### config.mk
export PLATFORM = sky130hd
export DESIGN_NAME = exp3_unidade_controle_flat
export DESIGN_NICKNAME = d
export VERILOG_FILES = /design/src/rtl/exp3_unidade_controle_if.sv /design/src/rtl/exp3_unidade_controle.sv /design/src/flat_wrapper.sv
export SDC_FILE = /design/constraint.sdc
export NUM_CORES = 1
export LEC_CHECK = 0
export CORE_UTILIZATION = 40
export DETAILED_ROUTE_END_ITERATION = 6
export PLACE_DENSITY_LB_ADDON = 0.12
export SETUP_SLACK_MARGIN = 0.02
export SYNTH_ARGS = -nofsm -noshare
export SYNTH_HDL_FRONTEND = slang
export SYNTH_SLANG_ARGS = --single-unit
### constraint.sdc
create_clock -name clock -period 2.7 [get_ports clock]
set_clock_uncertainty 0.05 [all_clocks]
set_input_delay 0.81 -clock clock [delete_from_list [all_inputs] [get_ports clock]]
set_output_delay 0.81 -clock clock [all_outputs]
set_load 0.05 [all_outputs]
### src/rtl/exp3_unidade_controle_if.sv
// Control-unit bundle between the game FSM and its datapath/environment.
//   iniciar, jogada             : level requests from the player side
//   chavesIgualMemoria, fimC    : datapath status (comparator equal, counter at 15)
//   zeraC, contaC, zeraR,
//   registraR                   : datapath controls
//   pronto, acertou, errou,
//   timeout                     : round outcome flags
//   db_estado                   : current state code for debug
// Modport slave is the control unit; master is whoever drives it.
interface exp3_unidade_controle_if;
  logic       iniciar;
  logic       jogada;
  logic       chavesIgualMemoria;
  logic       fimC;
  logic       zeraC;
  logic       contaC;
  logic       zeraR;
  logic       registraR;
  logic       pronto;
  logic       acertou;
  logic       errou;
  logic       timeout;
  logic [3:0] db_estado;

  modport slave (
    input  iniciar, jogada, chavesIgualMemoria, fimC,
    output zeraC, contaC, zeraR, registraR, pronto, acertou, errou, timeout, db_estado
  );

  modport master (
    output iniciar, jogada, chavesIgualMemoria, fimC,
    input  zeraC, contaC, zeraR, registraR, pronto, acertou, errou, timeout, db_estado
  );
endinterface

### src/rtl/exp3_unidade_controle.sv
// Moore control unit for one round of the memory game: clears the datapath,
// waits for a key press (with timeout), registers and compares the keys, and
// advances the address until a hit, a miss or a timeout ends the round.
//   clock : system clock, rising edge
//   reset : asynchronous, active-low
//   bus   : control/status bundle (slave side), see exp3_unidade_controle_if
//   TIMEOUT : cycles allowed in ESPERA before the round times out (2..65535)
module exp3_unidade_controle #(
  parameter int unsigned TIMEOUT = 5000
) (
  input logic                    clock,
  input logic                    reset,
  exp3_unidade_controle_if.slave bus
);

  typedef enum logic [3:0] {
    StInicial    = 4'h0,
    StPreparacao = 4'h1,
    StEspera     = 4'h2,
    StRegistra   = 4'h4,
    StCompara    = 4'h5,
    StProximo    = 4'h6,
    StFimAcerto  = 4'hA,
    StFimTimeout = 4'hD,
    StFimErro    = 4'hE
  } estado_e;

  localparam logic [15:0] LimiteCnt = 16'(TIMEOUT - 1);

  // {zeraC, contaC, zeraR, registraR, pronto, acertou, errou, timeout}
  function automatic logic [7:0] decodifica(input estado_e e);
    logic [7:0] s;
    s = 8'b0;
    case (e)
      StPreparacao: s = 8'b1010_0000;
      StRegistra:   s = 8'b0001_0000;
      StProximo:    s = 8'b0100_0000;
      StFimAcerto:  s = 8'b0000_1100;
      StFimErro:    s = 8'b0000_1010;
      StFimTimeout: s = 8'b0000_1001;
      default:      s = 8'b0;
    endcase
    return s;
  endfunction

  estado_e     estado_q, estado_d;
  logic [15:0] cnt_q, cnt_d;
  logic        jogada_q;
  logic        jogada_borda;
  logic [7:0]  saida_q;

  // A press already held when ESPERA is entered has jogada_q=1 and is ignored.
  assign jogada_borda = bus.jogada & ~jogada_q;

  always_comb begin
    estado_d = estado_q;
    // Zero outside ESPERA, so every entry into ESPERA starts counting from 0.
    cnt_d    = (estado_q == StEspera) ? cnt_q + 16'd1 : 16'd0;
    case (estado_q)
      StInicial:    if (bus.iniciar) estado_d = StPreparacao;
      StPreparacao: estado_d = StEspera;
      StEspera: begin
        // A press in the last allowed cycle still wins over the timeout.
        if (jogada_borda)            estado_d = StRegistra;
        else if (cnt_q == LimiteCnt) estado_d = StFimTimeout;
      end
      StRegistra:   estado_d = StCompara;
      StCompara: begin
        if (!bus.chavesIgualMemoria) estado_d = StFimErro;
        else if (bus.fimC)           estado_d = StFimAcerto;
        else                         estado_d = StProximo;
      end
      StProximo:    estado_d = StEspera;
      StFimAcerto, StFimTimeout, StFimErro: begin
        if (bus.iniciar) estado_d = StPreparacao;
      end
      default:      estado_d = StInicial;
    endcase
  end

  // Outputs are registered from the next state so they always equal the
  // decode of the current state, without a combinational path to the pins.
  always_ff @(posedge clock or negedge reset) begin
    if (!reset) begin
      estado_q <= StInicial;
      cnt_q    <= 16'd0;
      jogada_q <= 1'b0;
      saida_q  <= 8'b0;
    end else begin
      estado_q <= estado_d;
      cnt_q    <= cnt_d;
      jogada_q <= bus.jogada;
      saida_q  <= decodifica(estado_d);
    end
  end

  assign bus.zeraC     = saida_q[7];
  assign bus.contaC    = saida_q[6];
  assign bus.zeraR     = saida_q[5];
  assign bus.registraR = saida_q[4];
  assign bus.pronto    = saida_q[3];
  assign bus.acertou   = saida_q[2];
  assign bus.errou     = saida_q[1];
  assign bus.timeout   = saida_q[0];
  assign bus.db_estado = estado_q;

endmodule

### src/flat_wrapper.sv
// flat-port wrapper written by rule: the top's interface ports become plain ports
module exp3_unidade_controle_flat 
#(
  parameter int unsigned TIMEOUT = 5000
)
  (clock, reset, bus_iniciar, bus_jogada, bus_chavesIgualMemoria, bus_fimC, bus_zeraC, bus_contaC, bus_zeraR, bus_registraR, bus_pronto, bus_acertou, bus_errou, bus_timeout, bus_db_estado);
  exp3_unidade_controle_if bus_i ();
  input logic clock;
  input logic reset;
  input wire logic [$bits(bus_i.iniciar)-1:0] bus_iniciar;
  input wire logic [$bits(bus_i.jogada)-1:0] bus_jogada;
  input wire logic [$bits(bus_i.chavesIgualMemoria)-1:0] bus_chavesIgualMemoria;
  input wire logic [$bits(bus_i.fimC)-1:0] bus_fimC;
  output wire logic [$bits(bus_i.zeraC)-1:0] bus_zeraC;
  output wire logic [$bits(bus_i.contaC)-1:0] bus_contaC;
  output wire logic [$bits(bus_i.zeraR)-1:0] bus_zeraR;
  output wire logic [$bits(bus_i.registraR)-1:0] bus_registraR;
  output wire logic [$bits(bus_i.pronto)-1:0] bus_pronto;
  output wire logic [$bits(bus_i.acertou)-1:0] bus_acertou;
  output wire logic [$bits(bus_i.errou)-1:0] bus_errou;
  output wire logic [$bits(bus_i.timeout)-1:0] bus_timeout;
  output wire logic [$bits(bus_i.db_estado)-1:0] bus_db_estado;
  assign bus_i.iniciar = bus_iniciar;
  assign bus_i.jogada = bus_jogada;
  assign bus_i.chavesIgualMemoria = bus_chavesIgualMemoria;
  assign bus_i.fimC = bus_fimC;
  assign bus_zeraC = bus_i.zeraC;
  assign bus_contaC = bus_i.contaC;
  assign bus_zeraR = bus_i.zeraR;
  assign bus_registraR = bus_i.registraR;
  assign bus_pronto = bus_i.pronto;
  assign bus_acertou = bus_i.acertou;
  assign bus_errou = bus_i.errou;
  assign bus_timeout = bus_i.timeout;
  assign bus_db_estado = bus_i.db_estado;
  exp3_unidade_controle #(.TIMEOUT(TIMEOUT)) u_core (.clock(clock), .reset(reset), .bus(bus_i));
endmodule
Word level (Yosys, flattened, before mapping)
Cells that the tools add are included.
W data, S select, Z words.
- $add $sub $neg: 1
- multiply operators: 0
- div/mod/pow operators: 0
- magnitude comparators: 0
- equal/unequal tests: 15
- shift-type cells: 0
- multiplexer cells: 8
- bitwise logic cells: 2
- reductions and logical operators: 3
- operators by type and width (kind ; count):
    $pmux W8 S6 ; 1
    $eq A4 B4 Y1 const B ; 6
    $eq A4 B3 Y1 const B ; 5
    $mux W4 ; 5
    $pmux W4 S5 ; 1
    $add A16 B1 Y16 const B ; 1
    $eq A16 B13 Y1 const B ; 1
    $mux W16 ; 1
    $eq A4 B1 Y1 const B ; 2
    $eq A4 B2 Y1 const B ; 1
    $logic_not A4 Y1 ; 1
    $reduce_or A4 Y1 ; 1
    $reduce_or A2 Y1 ; 1
    $and A1 B1 Y1 ; 1
    $not A1 Y1 ; 1
- register bits: 29
- latch bits: 0
- bits in writable memories: 0
- ROM bits: 0
- input bits: 6
- logic and storage cells: 33
- memories: 0

Logic depth before layout (Yosys ltp)
Gate-level depths: netlist (run 1).
- depth in word-level cells: 6
- depth in mapped cells: 5
- mapped depth without buffers: 5

Least setup slack after synthesis (run 1)
No wires, ideal clock.
- path type: flip-flop to output port
- start point: register u_core.saida_q[5]
- end point: output port bus_zeraR
- data arrival time: 0.886 ns
- data required time: 1.840 ns
- path slack: 0.954 ns
- cell stages (with the launch flop): 2
- cells stage by stage: dfrtp_1 buf_4
- RTL lines (element ; RTL line ; text):
    start: declaration ; exp3_unidade_controle.sv:50 ; logic [7:0] saida_q;
    start signal: assignment ; exp3_unidade_controle.sv:93 ; saida_q <= decodifica(estado_d);
    end: declaration ; flat_wrapper.sv:16 ; output wire logic [$bits(bus_i.zeraR)-1:0] bus_zeraR;
No word-level cell between the ends.

Final worst setup path (run 1)
- start point: register u_core.estado_q[0], in the netlist u_core.bus.db_estado[0]
- end point: output port bus_db_estado[0]
- RTL lines (element ; RTL line ; text):
    start: declaration ; exp3_unidade_controle.sv:46 ; estado_e estado_q, estado_d;
    start signal: assignment ; exp3_unidade_controle.sv:85 ; estado_q <= StInicial;
    start signal: assignment ; exp3_unidade_controle.sv:90 ; estado_q <= estado_d;
    end: declaration ; flat_wrapper.sv:22 ; output wire logic [$bits(bus_i.db_estado)-1:0] bus_db_estado;
No word-level cell between the ends.

==> metrics.csv, run 1 <==
stage,metric,value,unit
run_status,status,completed,
timing,RSZ-0062 raised after global routing,no,
critical_path,Setup CP Type,flop to primary output,
timing,Worst Tran Pin Value,0.573,ns
route,drt wl/cell,12.7,um
grt,Total Routing Usage GR,0.155,
timing,setup TNS,0,ns
layout,Multi-input gate area,597,um^2
logic_synthesis,"FF+latch count, synth",28,
timing,# setup viols final,0,
layout,P&R area growth vs syn,18.2,%
logic_synthesis,register area share after synthesis,0.521,
logic_synthesis,syn nets,136,
cts,clk root buf,clkbuf_4,
route,Remaining DRCs,0,
critical_path,critical-path maximum fanout,9,
layout,post-route cell area,1590,um^2
layout,number of diodes,0,
placed_design,placed inst area,1530,um^2
floorplan,Initial Util,0.430,
placed_design,GP Congestion,0.839,
cts,post-CTS sizing,0,
cts,Worst-path clk slew,0.15,ns
critical_path,slowest cell on the critical path,clkdlybuf4s50_1,
route,vias per cell,5.21,
floorplan,die area,3600,um^2
logic_synthesis,Synth Instances,129,
timing,Tmin final,2.57,ns
route,vias,990,
cts,H-tree Lvls,1,
critical_path,WP buf/inv,1,
cts,Clock Sinks,28,
power,Power Density,771,nW/um^2
cts,CTS tree,done,
floorplan,row count,20,
timing,endpoints failing hold,0,
critical_path,FF-to-FF Start,u_core.bus.db_estado[3],
critical_path,crit path capture type,primary output,
timing,post-route clock period utilization,0.950,
floorplan,Core ar.,3130,um^2
logic_synthesis,Synth top area share,0.521,
power,Max VDD drop,321,uV
cts,Setup Buffers After CTS,0,
logic_synthesis,synthesized area per cell,10.4,um^2
run,total of max-cap violations,0,
hold_path,min-delay src,u_core.cnt_q[0],
grt,first-pass GRT wire length,4130,um
critical_path,Top delay family on crit path,buffers and inverters,
floorplan,Die X,60.0,um
hold_path,hold crit path type,flop to flop,
power,leakage,0.708,nW
placed_design,dpl hpwl,1750,um
placed_design,port bufs,17,
route,Iter 0 DRT Violations,33,
critical_path,WP data required,1.84,ns
grt,pin count of the biggest net entering global routing,29,
critical_path,"Cell Chain, Critical Path",clkdlybuf4s50_1,
logic_synthesis,Cell variety after synth,38,
route,drt total wl,2420,um
critical_path,CP Data Arrival Time,1.71,ns
floorplan,Die Ht,60.0,um
timing,Highest Clock Rate,390,MHz
layout,Sequential Area,701,um^2
layout,final net count,154,
cts,"Hold-fix buffers, CTS",0,
grt,initial antenna violation count,0,
logic_synthesis,Post-Syn Area,1340,um^2
layout,layout cells sized above 1,0.0616,
critical_path,crit start category,flop,
timing,Max Slew Vio Count,0,
timing,Slew headroom,0.618,
route,drt pass-1 iters,4,
layout,Fillers,291,
logic_synthesis,largest cells by area after synthesis,"dfrtp_1 52%, xor2_1 5.9%, nor2_1 4.5%",
route,remaining antenna violation count,0,
cts,CTS Buffer Depth,2,
cts,cts bufs inserted,3,
critical_path,worst setup path startpoint,u_core.bus.db_estado[0],
cts,worst skew pair latency,0.33,ns
critical_path,Worst path max stage delay,0.86,ns
grt,GRT overflow,0,
logic_synthesis,cell taking the most area after synthesis,dfrtp_1,
logic_synthesis,yosys warns,0,
floorplan,io pins,18,
grt,number of global-route vias before repair,934,
cell families (layout without fill, tap and decap cells):
kind of cell | after synthesis | in the layout | share of synthesized area
AO/OA/AOI/OAI | 17 | 17 | 0.0754
XOR/XNOR | 11 | 11 | 0.0717
adder cells (fa/ha/maj) | 1 | 1 | 0.00931
buffers and inverters | 6 | 23 | 0.0344
flip-flops | 28 | 28 | 0.521
multiplexers | 1 | 1 | 0.00745
AND/OR/NAND/NOR | 65 | 65 | 0.280
synthesized netlist by cell type (all sizes together):
cell type / instances
o21a: 1
and2: 2
a211oi: 1
nor2b: 2
nor3: 3
or2: 1
o221ai: 1
nor4bb: 1
nand3b: 2
and4: 1
nand2: 8
nand4: 4
xnor2: 2
nor4b: 3
xor2: 9
nand3: 6
or3: 3
a21oi: 7
nand2b: 5
o22ai: 1
dfrtp: 28
a21o: 1
buf: 5
o21ai: 5
mux2i: 1
or4b: 1
nor4: 2
nor2: 16
and3: 5
inv: 1
ha: 1
area by class of cell:
| type | instances | area share |
|---|---|---|
| clock buffer | 3 | 0.0142 |
| clock inverter | 1 | 0.0189 |
| inverter | 1 | 0.00236 |
| multi-input combinational | 95 | 0.376 |
| sequential | 28 | 0.441 |
| tap | 44 | 0.0346 |
| timing repair buffer | 18 | 0.113 |
per-layer routing:
| layer | GRT usage | share of wire |
|---|---|---|
| met1 | 0.228 | 0.52 |
| met2 | 0.224 | 0.45 |
| met3 | 0.0216 | 0.025 |
| met4 | 0.0698 | 0.0066 |
| met5 | 0 | 0 |
state kept, by name, summed over array words and instances (netlist names):
signal,cells
u_core.bus.db_estado,4
u_core.saida_q,7
u_core.cnt_q,16
u_core.jogada_q,1
where the power goes:
| group | internal, mW | switching (mW) | leakage [nW] | total, mW |
|---|---|---|---|---|
| registers | 0.466 | 0.0621 | 0.383 | 0.528 |
| clock network | 0.150 | 0.120 | 0.0279 | 0.271 |
| logic | 0.146 | 0.280 | 0.297 | 0.426 |
| total | 0.762 | 0.463 | 0.708 | 1.22 |
cell usage in the layout, fill, tap and decap left out, types with 2 or more instances in the layout:
cell type,instances
nand3b_1,2
a21oi_1,6
nand2b_1,5
nor4b_1,3
dfrtp_1,28
nor2_1,16
nand2_1,8
clkdlybuf4s50_1,16
xnor2_1,2
nand3_1,5
and3_1,4
nor2b_1,2
o21ai_0,4
nor3_1,3
nand4_1,3
xor2_1,9
clkbuf_4,3
and2_1,2
nor4_1,2
or3_1,3
path summary, 6_finish.rpt:
kind / end / slack, ns / cells past startpoint
worst max-delay path: bus_db_estado[0] / 0.13 / 1
worst min-delay path: u_core.cnt_q[0] / 0.42 / 1
worst max register to register: u_core.saida_q[2] / 0.79 / 3
worst min register to register: u_core.cnt_q[0] / 0.42 / 1
max in group asynchronous: u_core.cnt_q[12] / 1.56 / 2
min in group asynchronous: u_core.cnt_q[0] / 0.78 / 2
stage by stage:
step	hold slack [ns]	setup slack (ns)	std cells	power [mW]	utilization
after floorplan	0.372	0.954	129	0.850	-
after CTS	0.419	0.0232	190	1.25	0.507
after global placement	0.394	0.468	186	0.962	0.490
final	0.417	0.134	190	1.22	0.508
after global routing	0.432	0.0631	190	1.29	0.508
after detailed placement	0.399	0.427	186	0.965	0.490
Power figures use the tool's default switching activity.
==> inputs of run 2 (changes only) <==
- CORE_MARGIN: not set -> 2
==> metrics.csv, run 2 (same netlist as run 1, synthesis figures left out) <==
stage,metric,value,unit,change
run,total of max-cap violations,0,,unchanged
route,drt wl/cell,12.9,um,+1.2%
cts,Worst-path clk slew,0.15,ns,about the same
layout,Sequential Area,701,um^2,unchanged
placed_design,GP Congestion,0.776,,-7.5%
cts,Clock Sinks,28,,unchanged
route,drt pass-1 iters,4,,unchanged
timing,Tmin final,2.57,ns,+0.000576 ns
cts,CTS tree,done,,
timing,Highest Clock Rate,390,MHz,about the same
grt,first-pass GRT wire length,4210,um,+1.8%
grt,number of global-route vias before repair,1013,,+8.5%
timing,# setup viols final,0,,unchanged
cts,cts bufs inserted,3,,unchanged
grt,initial antenna violation count,0,,unchanged
placed_design,placed inst area,1540,um^2,+0.65%
hold_path,hold crit path type,flop to flop,,
layout,P&R area growth vs syn,16.6,%,
route,vias per cell,5.20,,-0.24%
layout,"commonest non-fill, non-tap cells in the layout","28 x dfrtp_1, 17 x clkdlybuf4s50_1, 16 x nor2_1",,
critical_path,Worst path max stage delay,0.86,ns,about the same
timing,RSZ-0062 raised after global routing,no,,
route,Iter 0 DRT Violations,53,,+61%
route,drt total wl,2480,um,+2.3%
run_status,status,completed,,
hold_path,min-delay src,u_core.cnt_q[0],,
floorplan,io pins,18,,unchanged
timing,post-route clock period utilization,0.950,,about the same
power,leakage,0.681,nW,-3.8%
layout,Fillers,318,,+9.3%
layout,"commonest non-fill, non-tap cell in the layout",dfrtp_1,,
timing,Max Slew Vio Count,0,,unchanged
critical_path,worst setup path startpoint,u_core.bus.db_estado[0],,
route,vias,998,,+0.81%
grt,GRT overflow,0,,unchanged
critical_path,WP buf/inv,1,,unchanged
power,Max VDD drop,409,uV,+27%
critical_path,FF-to-FF Start,u_core.bus.db_estado[3],,
critical_path,Top delay family on crit path,buffers and inverters,,
grt,pin count of the biggest net entering global routing,29,,unchanged
grt,Total Routing Usage GR,0.145,,-0.00974
floorplan,Die X,62.0,um,+3.3%
critical_path,CP Data Arrival Time,1.71,ns,about the same
critical_path,slowest cell on the critical path,clkdlybuf4s50_1,,
critical_path,FF-to-FF setup slack,0.77,ns,-0.02 ns
floorplan,Core ar.,3280,um^2,+5.0%
cts,H-tree Lvls,1,,unchanged
power,Power Density,716,nW/um^2,-7.1%
timing,Worst Tran Pin Value,0.595,ns,+0.0217 ns
floorplan,die area,3840,um^2,+6.8%
critical_path,Setup CP Type,flop to primary output,,
critical_path,"Cell Chain, Critical Path",clkdlybuf4s50_1,,
timing,setup TNS,0,ns,unchanged
route,remaining antenna violation count,0,,unchanged
layout,Largest Register,u_core.cnt_q,,
floorplan,Initial Util,0.409,,-0.0205
placed_design,dpl hpwl,1780,um,+2.0%
layout,final net count,155,,+0.65%
layout,layout cells sized above 1,0.0616,,unchanged
cts,clk root buf,clkbuf_4,,
layout,Multi-input gate area,597,um^2,unchanged
route,Remaining DRCs,0,,unchanged
cts,Setup Buffers After CTS,0,,unchanged
timing,Slew headroom,0.604,,-0.0145
timing,endpoints failing hold,0,,unchanged
cts,worst skew pair latency,0.32,ns,about the same
critical_path,WP data required,1.84,ns,about the same
layout,post-route cell area,1570,um^2,-1.4%
cts,"Hold-fix buffers, CTS",0,,unchanged
floorplan,row count,21,,+5.0%
cts,post-CTS sizing,0,,unchanged
critical_path,crit start category,flop,,
placed_design,port bufs,17,,unchanged
critical_path,crit path capture type,primary output,,
layout,number of diodes,0,,unchanged
cts,CTS Buffer Depth,2,,unchanged
critical_path,critical-path maximum fanout,9,,unchanged
layout,max reg flops,16,,unchanged
floorplan,Die Ht,62.0,um,+3.3%
-- run 2: cell count changes in the layout (fill, tap and decap cells not counted) --
cell             previous run  this run
dlymetal6s2s_1              1         0
clkdlybuf4s50_1            16        17
bufinv_16                   1         0
buf_4                       1         2
-- run 2: path summary, 6_finish.rpt --
kind | cells past startpoint | to
worst max-delay path | 1 | bus_db_estado[0]
worst min-delay path | 1 | u_core.cnt_q[0]
worst max register to register | 4 | u_core.saida_q[5]
worst min register to register | 1 | u_core.cnt_q[0]
max in group asynchronous | 2 | u_core.cnt_q[13]
min in group asynchronous | 2 | u_core.cnt_q[7]
-- run 2: stage by stage --
step / hold WS, ns / std cells / power [mW] / setup WS (ns) / util
3_5_place_dp: 0.404 / 189 / 0.966 / 0.474 / 0.470
5_1_grt: 0.458 / 192 / 1.20 / 0.0565 / 0.477
3_3_place_gp: 0.391 / 189 / 0.965 / 0.515 / 0.470
4_1_cts: 0.423 / 192 / 1.14 / 0.125 / 0.477
6_report: 0.417 / 192 / 1.12 / 0.134 / 0.477
2_1_floorplan: 0.372 / 129 / 0.850 / 0.954 / -
-- run 2: area by class of cell --
cell class,count,area share
timing repair buffer,19,0.118
tap,46,0.0367
sequential,28,0.447
clock buffer,3,0.0144
multi-input combinational,95,0.381
inverter,1,0.00240
-- run 2: worst reg2reg max path: stages, from the launching register on --
cell and delay (ns):
dfrtp_1 0.41, buf_4 0.18, or4b_1 0.82, a21oi_2 0.29, nor4b_1 0.08
-- run 2: per-layer routing --
| metal | track usage | wire, um | up-vias |
|---|---|---|---|
| li1 | - | - | 489 |
| met1 | 0.174 | 1140 | 495 |
| met2 | 0.260 | 1270 | 12 |
| met3 | 0.0269 | 59 | 2 |
| met4 | 0.0456 | 12 | 0 |
| met5 | 0 | 0 | - |
-- run 2: power breakdown --
part | internal (mW) | switching [mW]
combinational | 0.149 | 0.284
sequential | 0.466 | 0.0582
clock | 0.0522 | 0.113
